## src/rtl/alu_pkg.sv

```systemverilog
// Shared ALU/status definitions: flag instruction encoding, P bit indices, upd_mask bit positions.
package alu_pkg;

  typedef enum logic [2:0] {
    FLAG_NOP = 3'd0,
    FLAG_CLC = 3'd1,
    FLAG_SEC = 3'd2,
    FLAG_CLI = 3'd3,
    FLAG_SEI = 3'd4,
    FLAG_CLV = 3'd5,
    FLAG_CLD = 3'd6,
    FLAG_SED = 3'd7
  } flag_op_e;

  localparam int P_C = 0;
  localparam int P_Z = 1;
  localparam int P_I = 2;
  localparam int P_D = 3;
  localparam int P_B = 4;
  localparam int P_U = 5;
  localparam int P_V = 6;
  localparam int P_N = 7;

  localparam int UPD_C = 0;
  localparam int UPD_Z = 1;
  localparam int UPD_V = 2;
  localparam int UPD_N = 3;

endpackage

```

## src/rtl/status_reg_if.sv

```systemverilog
// Status register bus: ALU/decoder controls in, P byte and ALU feedback out.
interface status_reg_if;
  logic [7:0] alu_y;
  logic       alu_v;
  logic       alu_c;
  logic       upd_en;
  logic [3:0] upd_mask;
  logic [2:0] flag_op;
  logic       bit_en;
  logic       load_en;
  logic [7:0] load_data;
  logic       int_set;
  logic       instr_done;
  logic       push_brk;
  logic [7:0] p;
  logic [7:0] p_push;
  logic       carry;
  logic       daa;
  logic       irq_mask;

  modport master (
    output alu_y, alu_v, alu_c, upd_en, upd_mask, flag_op, bit_en,
           load_en, load_data, int_set, instr_done, push_brk,
    input  p, p_push, carry, daa, irq_mask
  );

  modport slave (
    input  alu_y, alu_v, alu_c, upd_en, upd_mask, flag_op, bit_en,
           load_en, load_data, int_set, instr_done, push_brk,
    output p, p_push, carry, daa, irq_mask
  );
endinterface

```

## src/rtl/status_reg.sv

```systemverilog
// 6502 processor status register P with boundary-delayed interrupt mask.
// Define STATUS_DECIMAL_EN to feed D to the ALU; otherwise daa is tied 0 (2A03 style).
module status_reg
  import alu_pkg::*;
(
  input logic         clk,
  input logic         rst,
  status_reg_if.slave bus
);

  logic n_q, n_d, v_q, v_d, d_q, d_d, i_q, i_d, z_q, z_d, c_q, c_d;
  logic irq_mask_q, irq_mask_d;
  logic     y_zero;
  flag_op_e op;

  assign y_zero = (bus.alu_y == 8'h00);
  assign op     = flag_op_e'(bus.flag_op);

  always_comb begin
    n_d = n_q;
    v_d = v_q;
    z_d = z_q;
    c_d = c_q;
    if (bus.load_en) begin
      n_d = bus.load_data[P_N];
      v_d = bus.load_data[P_V];
      z_d = bus.load_data[P_Z];
      c_d = bus.load_data[P_C];
    end else if (bus.bit_en) begin
      // BIT takes N/V from memory and leaves C alone, regardless of upd_mask
      n_d = bus.load_data[P_N];
      v_d = bus.load_data[P_V];
      z_d = y_zero;
    end else begin
      if (bus.upd_en && bus.upd_mask[UPD_N]) n_d = bus.alu_y[7];
      if (bus.upd_en && bus.upd_mask[UPD_Z]) z_d = y_zero;
      if (bus.upd_en && bus.upd_mask[UPD_V]) v_d = bus.alu_v;
      else if (op == FLAG_CLV)               v_d = 1'b0;
      if (bus.upd_en && bus.upd_mask[UPD_C]) c_d = bus.alu_c;
      else if (op == FLAG_CLC)               c_d = 1'b0;
      else if (op == FLAG_SEC)               c_d = 1'b1;
    end
  end

  always_comb begin
    d_d = d_q;
    if (bus.load_en)           d_d = bus.load_data[P_D];
    else if (op == FLAG_CLD)   d_d = 1'b0;
    else if (op == FLAG_SED)   d_d = 1'b1;
  end

  always_comb begin
    i_d = i_q;
    if (bus.int_set)           i_d = 1'b1;
    else if (bus.load_en)      i_d = bus.load_data[P_I];
    else if (op == FLAG_CLI)   i_d = 1'b0;
    else if (op == FLAG_SEI)   i_d = 1'b1;
  end

  // Mask samples the pre-edge I, giving the one-instruction CLI/SEI/PLP delay
  always_comb begin
    irq_mask_d = irq_mask_q;
    if (bus.int_set)         irq_mask_d = 1'b1;
    else if (bus.instr_done) irq_mask_d = i_q;
  end

  always_ff @(posedge clk or posedge rst) begin
    if (rst) begin
      n_q        <= 1'b0;
      v_q        <= 1'b0;
      d_q        <= 1'b0;
      i_q        <= 1'b1;
      z_q        <= 1'b0;
      c_q        <= 1'b0;
      irq_mask_q <= 1'b1;
    end else begin
      n_q        <= n_d;
      v_q        <= v_d;
      d_q        <= d_d;
      i_q        <= i_d;
      z_q        <= z_d;
      c_q        <= c_d;
      irq_mask_q <= irq_mask_d;
    end
  end

  assign bus.p        = {n_q, v_q, 1'b1, 1'b1, d_q, i_q, z_q, c_q};
  assign bus.p_push   = {n_q, v_q, 1'b1, bus.push_brk, d_q, i_q, z_q, c_q};
  assign bus.carry    = c_q;
  assign bus.irq_mask = irq_mask_q;
`ifdef STATUS_DECIMAL_EN
  assign bus.daa      = d_q;
`else
  assign bus.daa      = 1'b0;
`endif

endmodule

```

## src/flat_wrapper.sv

```systemverilog
// flat-port wrapper written by rule: the top's interface ports become plain ports
module status_reg_flat import alu_pkg::*;
  (clk, rst, bus_alu_y, bus_alu_v, bus_alu_c, bus_upd_en, bus_upd_mask, bus_flag_op, bus_bit_en, bus_load_en, bus_load_data, bus_int_set, bus_instr_done, bus_push_brk, bus_p, bus_p_push, bus_carry, bus_daa, bus_irq_mask);
  status_reg_if bus_i ();
  input logic clk;
  input logic rst;
  input wire logic [$bits(bus_i.alu_y)-1:0] bus_alu_y;
  input wire logic [$bits(bus_i.alu_v)-1:0] bus_alu_v;
  input wire logic [$bits(bus_i.alu_c)-1:0] bus_alu_c;
  input wire logic [$bits(bus_i.upd_en)-1:0] bus_upd_en;
  input wire logic [$bits(bus_i.upd_mask)-1:0] bus_upd_mask;
  input wire logic [$bits(bus_i.flag_op)-1:0] bus_flag_op;
  input wire logic [$bits(bus_i.bit_en)-1:0] bus_bit_en;
  input wire logic [$bits(bus_i.load_en)-1:0] bus_load_en;
  input wire logic [$bits(bus_i.load_data)-1:0] bus_load_data;
  input wire logic [$bits(bus_i.int_set)-1:0] bus_int_set;
  input wire logic [$bits(bus_i.instr_done)-1:0] bus_instr_done;
  input wire logic [$bits(bus_i.push_brk)-1:0] bus_push_brk;
  output wire logic [$bits(bus_i.p)-1:0] bus_p;
  output wire logic [$bits(bus_i.p_push)-1:0] bus_p_push;
  output wire logic [$bits(bus_i.carry)-1:0] bus_carry;
  output wire logic [$bits(bus_i.daa)-1:0] bus_daa;
  output wire logic [$bits(bus_i.irq_mask)-1:0] bus_irq_mask;
  assign bus_i.alu_y = bus_alu_y;
  assign bus_i.alu_v = bus_alu_v;
  assign bus_i.alu_c = bus_alu_c;
  assign bus_i.upd_en = bus_upd_en;
  assign bus_i.upd_mask = bus_upd_mask;
  assign bus_i.flag_op = bus_flag_op;
  assign bus_i.bit_en = bus_bit_en;
  assign bus_i.load_en = bus_load_en;
  assign bus_i.load_data = bus_load_data;
  assign bus_i.int_set = bus_int_set;
  assign bus_i.instr_done = bus_instr_done;
  assign bus_i.push_brk = bus_push_brk;
  assign bus_p = bus_i.p;
  assign bus_p_push = bus_i.p_push;
  assign bus_carry = bus_i.carry;
  assign bus_daa = bus_i.daa;
  assign bus_irq_mask = bus_i.irq_mask;
  status_reg u_core (.clk(clk), .rst(rst), .bus(bus_i));
endmodule
```

## config.mk

```make
export PLATFORM = sky130hd
export DESIGN_NAME = status_reg_flat
export DESIGN_NICKNAME = d
export VERILOG_FILES = /design/src/rtl/alu_pkg.sv /design/src/rtl/status_reg_if.sv /design/src/rtl/status_reg.sv /design/src/flat_wrapper.sv
export SDC_FILE = /design/constraint.sdc
export NUM_CORES = 1
export LEC_CHECK = 0
export CAP_MARGIN = 20
export CELL_PAD_IN_SITES_DETAIL_PLACEMENT = 1
export CELL_PAD_IN_SITES_GLOBAL_PLACEMENT = 1
export CORE_MARGIN = 3
export CORE_UTILIZATION = 19
export DETAILED_ROUTE_END_ITERATION = 7
export PLACE_DENSITY_LB_ADDON = 0.1
export SLEW_MARGIN = 20
export SYNTH_ARGS = -nofsm -noshare
export SYNTH_HDL_FRONTEND = slang
export SYNTH_SLANG_ARGS = --single-unit
export TNS_END_PERCENT = 20
```

## constraint.sdc

```tcl
create_clock -name clk -period 1.2 [get_ports clk]
set_input_delay 0.3 -clock clk [delete_from_list [all_inputs] [get_ports clk]]
set_output_delay 0.3 -clock clk [all_outputs]
set_load 0.05 [all_outputs]
```

Yosys cells after proc, flatten, opt, wreduce, memory -nomap -nowiden
Index checks and enable logic that the tools add are counted.
{"block": "classes", "n_eq_ne": 8, "reduce_logical": 13, "n_mux": 24}
{"operator": "1-bit 2-to-1 mux", "n": 24}
{"operator": "3-bit == test, second input constant", "n": 4}
{"operator": "4-bit nonzero test", "n": 3}
{"operator": "3-bit nonzero test", "n": 3}
{"operator": "8-bit logical NOT", "n": 1}
{"operator": "3-bit by 2-bit == test with 1-bit output, second input constant", "n": 2}
{"operator": "1-bit logical AND", "n": 4}
{"operator": "3-bit by 1-bit == test with 1-bit output, second input constant", "n": 1}
{"operator": "2-bit by 1-bit inequality test with 1-bit output, second input constant", "n": 1}
{"operator": "2-bit AND reduction", "n": 1}
{"operator": "2-bit nonzero test", "n": 1}
{"block": "totals", "regBits": 7, "inputBits": 33, "output_inout_bits": 19, "elab_cells": 52}

Longest topological paths before layout
Gate-level depths: netlist of run 1.
{"block": "logic_depth", "depth_word": 6, "mapped_depth": 4, "ltp_nobuf": 4}

Worst setup path before layout of run 1
Ideal clock, no wire load.
{"block": "synth_timing", "path_kind": "register to output", "startpoint": "register u_core.c_q (netlist: u_core.bus.carry)", "endpoint": "output port bus_p[0]", "slack_ps": -17, "required_ps": 900, "t_arrival_ps": 917, "n_path_buf": 1, "stages_incl_launch_ff": 2, "path_cell_list": "dfrtp_1 buf_4"}
{"item": "start, declared", "line_no": "status_reg.sv:11", "rtl": "logic n_q, n_d, v_q, v_d, d_q, d_d, i_q, i_d, z_q, z_d, c_q, c_d;"}
{"item": "start signal, assigned", "line_no": "status_reg.sv:74", "rtl": "c_q <= 1'b0;"}
{"item": "start signal, assigned", "line_no": "status_reg.sv:82", "rtl": "c_q <= c_d;"}
{"item": "end, declared", "line_no": "flat_wrapper.sv:19", "rtl": "output wire logic [$bits(bus_i.p)-1:0] bus_p;"}
No word-level cell between the ends.

Worst setup path in the final report of run 1
{"block": "layout_timing", "startpoint": "register u_core.i_q", "endpoint": "output port bus_p[2]"}
{"item": "start, declared", "line_no": "status_reg.sv:11"}
{"item": "start signal, assigned", "line_no": "status_reg.sv:80", "rtl": "i_q <= i_d;"}
No word-level cell between the ends.

==> metrics.md, run 1 <==
| Metric | Value |
|---|---|
| Outcome | finished, violations left |
| Failing checks | negative setup slack |
| Largest buffer count on any clock path | 2 |
| Distinct cell type count after synthesis | 25 |
| CTS Hold Buffers Added | 0 |
| Layout area overhead | 115.2% |
| Commonest non-fill, non-tap cells in the layout | 15 x clkdlybuf4s50_1, 14 x buf_12, 11 x buf_4 |
| Antenna violations before repair | 0 |
| Final Critical Period | 1.337 ns |
| DRT Pass-1 Iters | 2 |
| Total Routed Length | 1800 um |
| Hold slack | 0.2894 ns |
| Number of synthesized register bits | 7 |
| CP Data Required Time | 0.90 ns |
| Setup tns final | -0.3142 ns |
| IO buf count | 43 |
| Syn avg cell area | 8.114 um^2 |
| Register area share after synthesis | 32.20% |
| First-pass GRT wire length | 2649 um |
| Initial core utilization | 21.12% |
| Die height | 59.89 um |
| Nets | 145 |
| Hold/Removal Path Class | input port to async pin |
| Vias in the first global route | 609 |
| Main synth FF type | dfrtp_1 |
| I/O pins | 52 |
| Cell Count Post-Placement | 134 |
| Placer Congestion | 0.7884 |
| Crit share post-route | 111.4% |
| Grt ovf | 0 |
| Initial drt markers | 6 |
| Cell Area, Synth | 551.8 um^2 |
| Drt drc | 0 |
| Worst Skew | 0.0001588 ns |
| Critical Path End Type | output pin |
| RSZ-0062 raised after global routing | yes |
| # fillers | 291 |
| CTS tree | built |
| WS Path Type | flop to output pin |
| Total GRT Usage | 9.956% |
| Synth Instances | 68 |
| CTS HTree Levels | 1 |
| Die area | 3587 um^2 |
| Crit-path max FO | 3 |
| Die W | 59.89 um |
| Worst-path clk slew | 0.06 ns |
| Critical Path AT | 1.04 ns |
| Power per cell area | 919.5 nW/um^2 |
| Number of flops mapped to enable cells by yosys | 0 |
| HPWL Detailed | 1435 um |
| Max IR drop VDD | 0.0005269 V |
| Max-Cap Viols | 0 |
| Non-filler instance count after layout | 141 |
| Via count | 603 |
| Via density | 4.277 |
| # rows | 18 |
| Root buffer cell | clkbuf_4 |
| ANT cells | 0 |
| Share of cells above drive strength 1 | 42.34% |
| Largest net degree at the start of global routing | 8 |
| Final slew viol count | 0 |
| Wire per inst | 12.77 um |
| Final worst slack | -0.1370 ns |
| Fmax | 748.0 MHz |
| Syn. warnings | 0 |
| Leak | 0.5509 nW |
| Endpoints failing hold | 0 |
| Num CTS Buffers | 3 |
| Clk_lat worst skew | 0.25 ns |
| CP Launch Type | flop |
| Commonest non-fill, non-tap cell in the layout | clkdlybuf4s50_1 |
| Ys async rst share | 100.0% |
| Post-route ant nets | 0 |
| Tot Pwr | 1.092 mW |
| CTS sink cnt | 7 |
| Core box area | 2613 um^2 |
| Post-layout util | 45.45% |
| # setup viols final | 4 |
[routing by layer]
metal / routed length (um) / part of all wire, % / track usage, %
met1: 665 / 37 / 11.82
met2: 954 / 53 / 17.44
met3: 153 / 8.5 / 1.296
met4: 27 / 1.5 / 4.747
met5: 0 / 0 / 0
[Yosys cell counts (2+ instances only)]
cell type  instances  area share [%]
a21oi_1            4             3.6
nor2_1             6             4.1
o21ai_0            2             1.8
or4_1              2             2.7
dfstp_2            2             9.5
a31oi_1            2             2.3
conb_1             2             1.4
dfrtp_1            5              23
nand2_1            6             4.1
inv_1              4             2.7
a211o_1            2             3.2
buf_4             17              23
mux2i_1            2             3.6
[layout make-up]
type	instances	area [um^2]	share of cell area, %
clock buffer	4	26.28	2.213
inverter	4	15.01	1.264
multi-input combinational	41	280.3	23.60
sequential	7	183.9	15.49
tap	30	37.54	3.161
timing repair buffer	55	644.4	54.27
[what timing repair did]
action / 4_1_cts / 5_1_grt
pin swaps: 8 / 4
resized for setup: 21 / 18
endpoints found under the setup margin: 7 / 19
setup buffers: 2 / 1
[kinds of logic (layout without fill, tap and decap cells)]
group,after synthesis,count (layout),synth area share (%)
AND/OR/NAND/NOR,18,18,14.96
AO/OA/AOI/OAI,16,16,19.73
other,2,4,1.361
flip-flops,7,7,32.20
buffers and inverters,22,63,26.53
XOR/XNOR,1,1,1.588
multiplexers,2,2,3.628
[power breakdown]
group / internal (mW) / switching [mW]
registers: 0.263 / 0.0382
logic: 0.293 / 0.279
clock network: 0.127 / 0.0917
[critical path, cell delays in order (launching register included)]
cell	delay, ns
dfstp_2	0.54
buf_6	0.12
buf_12	0.13
[state kept, by name (all words and copies together) (netlist names)]
register / count
u_core.n_q: 1
u_core.bus.irq_mask: 1
u_core.bus.carry: 1
u_core.v_q: 1
u_core.d_q: 1
u_core.i_q: 1
u_core.z_q: 1
[worst paths after layout]
check                      startpoint          endpoint  slack [ns]  depth (start not counted)
max                        u_core.i_q          bus_p[2]       -0.14                          2
min                               rst        u_core.d_q        0.29                          2
max reg2reg                u_core.i_q        u_core.i_q        0.01                          5
min reg2reg                u_core.d_q        u_core.d_q        0.67                          2
max in group asynchronous         rst        u_core.i_q        0.64                          2
min in group clk           bus_bit_en  u_core.bus.carry        0.49                          3
[stage by stage]
stage               setup slack [ns]  area, um^2
finish                       -0.1370        1187
global placement             -0.4898        1105
global route                 -0.1670        1187
detailed placement           -0.5152        1105
floorplan                   -0.01366       560.5
CTS                          -0.1369        1154
Note: power is estimated with default switching activity, not from simulation.
==> inputs of run 2 (changes only) <==
SETUP_SLACK_MARGIN = 0.3   (was default)
==> run 2 against run 1 <==
  * The run still ends with negative setup slack left
  * Sequential share of layout area hardly changed
  * Cell count increased by 0.71%
  * Via count down 2.5%
  * Worst setup slack lost 0.011 ns
  * Design area increased by 0.32%
  * First-iteration DRC count is the same
  * Critical path type unchanged
  * Critical endpoint is now bus_p_push[2]
==> metrics.md, run 2 (same netlist as run 1, synthesis figures left out) <==
| Metric | Value |
|---|---|
| Outcome | finished, violations left |
| Failing checks | negative setup slack |
| Antenna violations before repair | 0 (unchanged) |
| Max IR drop VDD | 0.0006177 V (+17%) |
| Share of cells above drive strength 1 | 47.32% (+5.0 points) |
| Num CTS Buffers | 3 (unchanged) |
| Root buffer cell | clkbuf_4 |
| Wire per inst | 12.41 um (-2.8%) |
| ANT cells | 0 (unchanged) |
| Area of the multi-input gates | 280.3 um^2 (unchanged) |
| Final worst slack | -0.1484 ns (-0.01142 ns) |
| Cell Count Post-Placement | 134 (unchanged) |
| # fillers | 315 (+8.2%) |
| Via density | 4.141 (-3.2%) |
| Largest net degree at the start of global routing | 8 (unchanged) |
| Fmax | 741.6 MHz (-0.85%) |
| CTS HTree Levels | 1 (unchanged) |
| Via count | 588 (-2.5%) |
| WS Path Type | flop to output pin |
| CP Launch Type | flop |
| Layout area overhead | 115.9% |
| Crit share post-route | 112.4% (+0.95 points) |
| Worst-path clk slew | 0.07 ns (about the same) |
| Endpoints failing hold | 0 (unchanged) |
| CTS sink cnt | 7 (unchanged) |
| Dpl ws | -0.5453 ns (-0.03014 ns) |
| # setup viols final | 3 (-1) |
| IO buf count | 43 (unchanged) |
| Clk_lat worst skew | 0.25 ns (about the same) |
| Core box area | 2613 um^2 (unchanged) |
| Grt ovf | 0 (unchanged) |
| Final Critical Period | 1.348 ns (+0.01141 ns) |
| Total Routed Length | 1762 um (-2.1%) |
| CTS tree | built |
| Die height | 59.89 um (unchanged) |
| Hold slack | 0.2804 ns (-0.009060 ns) |
| RSZ-0062 raised after global routing | yes |
| Total GRT Usage | 10.49% (+0.54 points) |
| Non-filler instance count after layout | 142 (+0.71%) |
| Die area | 3587 um^2 (unchanged) |
| Placer Congestion | 0.6743 (-14%) |
| Nets | 146 (+0.69%) |
| DRT Pass-1 Iters | 2 (unchanged) |
| CP Data Required Time | 0.90 ns (about the same) |
| Commonest non-fill, non-tap cell in the layout | buf_12 |
| Max-Cap Viols | 0 (unchanged) |
| I/O pins | 52 (unchanged) |
| Initial drt markers | 6 (unchanged) |
| HPWL Detailed | 1488 um (+3.7%) |
| Register area | 183.9 um^2 (unchanged) |
| Power per cell area | 920.1 nW/um^2 (about the same) |
| Post-route ant nets | 0 (unchanged) |
| Leak | 0.5693 nW (+3.3%) |
| # rows | 18 (unchanged) |
| Hold/Removal Path Class | input port to async pin |
| Critical Path End Type | output pin |
| Register-to-register setup slack | 0.03 ns (+0.02 ns) |
| Crit-path max FO | 3 (unchanged) |
| Critical Path AT | 1.05 ns (about the same) |
| Worst Skew | 0.007170 ns (+0.007011 ns) |
| Final slew viol count | 0 (unchanged) |
| Largest buffer count on any clock path | 2 (unchanged) |
| Die W | 59.89 um (unchanged) |
| Commonest non-fill, non-tap cells in the layout | 14 x buf_12, 11 x clkdlybuf4s50_1, 11 x buf_4 |
| Drt drc | 0 (unchanged) |
| Vias in the first global route | 654 (+7.4%) |
| First-pass GRT wire length | 2787 um (+5.2%) |
| Initial core utilization | 21.12% (unchanged) |
==> run 2: path summary, 6_finish.rpt <==
kind	start	to	cells after the start
max	u_core.i_q	bus_p_push[2]	2
min	rst	u_core.z_q	2
max reg2reg	u_core.i_q	u_core.i_q	5
min reg2reg	u_core.d_q	u_core.d_q	2
max in group asynchronous	rst	u_core.bus.irq_mask	2
min in group clk	bus_upd_mask[2]	u_core.v_q	3
==> run 2: what timing repair did <==
action | in CTS | in global routing
setup buffers | 4 | 0
hold endpoints to repair | 0 | 0
endpoints found under the setup margin | 21 | 21
pin swaps | 16 | 5
hold buffers | 0 | 0
resized for setup | 51 | 6
==> run 2: layout make-up <==
class	instances	area share [%]
clock buffers	3	1.891
clock inverters	1	0.4202
inverters	4	1.261
multi-input cells	41	23.53
flip-flops and latches	7	15.44
well taps	30	3.151
repair buffers	56	54.31
==> run 2: through the flow <==
stage	power, mW	util (%)	area, um^2	TNS [ns]
2_1_floorplan	0.6015	-	568.0	-0.006218
6_report	1.096	45.59	1191	-0.3300
3_5_place_dp	0.8641	42.29	1105	-2.049
5_1_grt	1.159	45.59	1191	-0.5912
4_1_cts	1.109	45.31	1184	-0.3318
3_3_place_gp	0.8580	42.29	1105	-1.959
==> run 2: where the power goes <==
| group | switching (mW) | total [mW] | internal [mW] |
|---|---|---|---|
| Sequential | 0.0373 | 0.300 | 0.263 |
| Clock | 0.103 | 0.226 | 0.122 |
| Combinational | 0.279 | 0.570 | 0.291 |
| Total | 0.419 | 1.10 | 0.677 |
==> run 2: worst max-delay path, cell delays in order (launching register included) <==
cell and delay (ns):
dfstp_2 0.54, buf_6 0.12, buf_12 0.13
==> run 2: metal layers <==
metal	GRT usage, %	wire length [um]	vias to the layer above	share of wire [%]
li1	-	-	297	-
met1	11.57	638	261	36
met2	18.67	943	28	54
met3	1.944	147	2	8.3
met4	5.696	34	0	1.9
met5	0	0	-	0
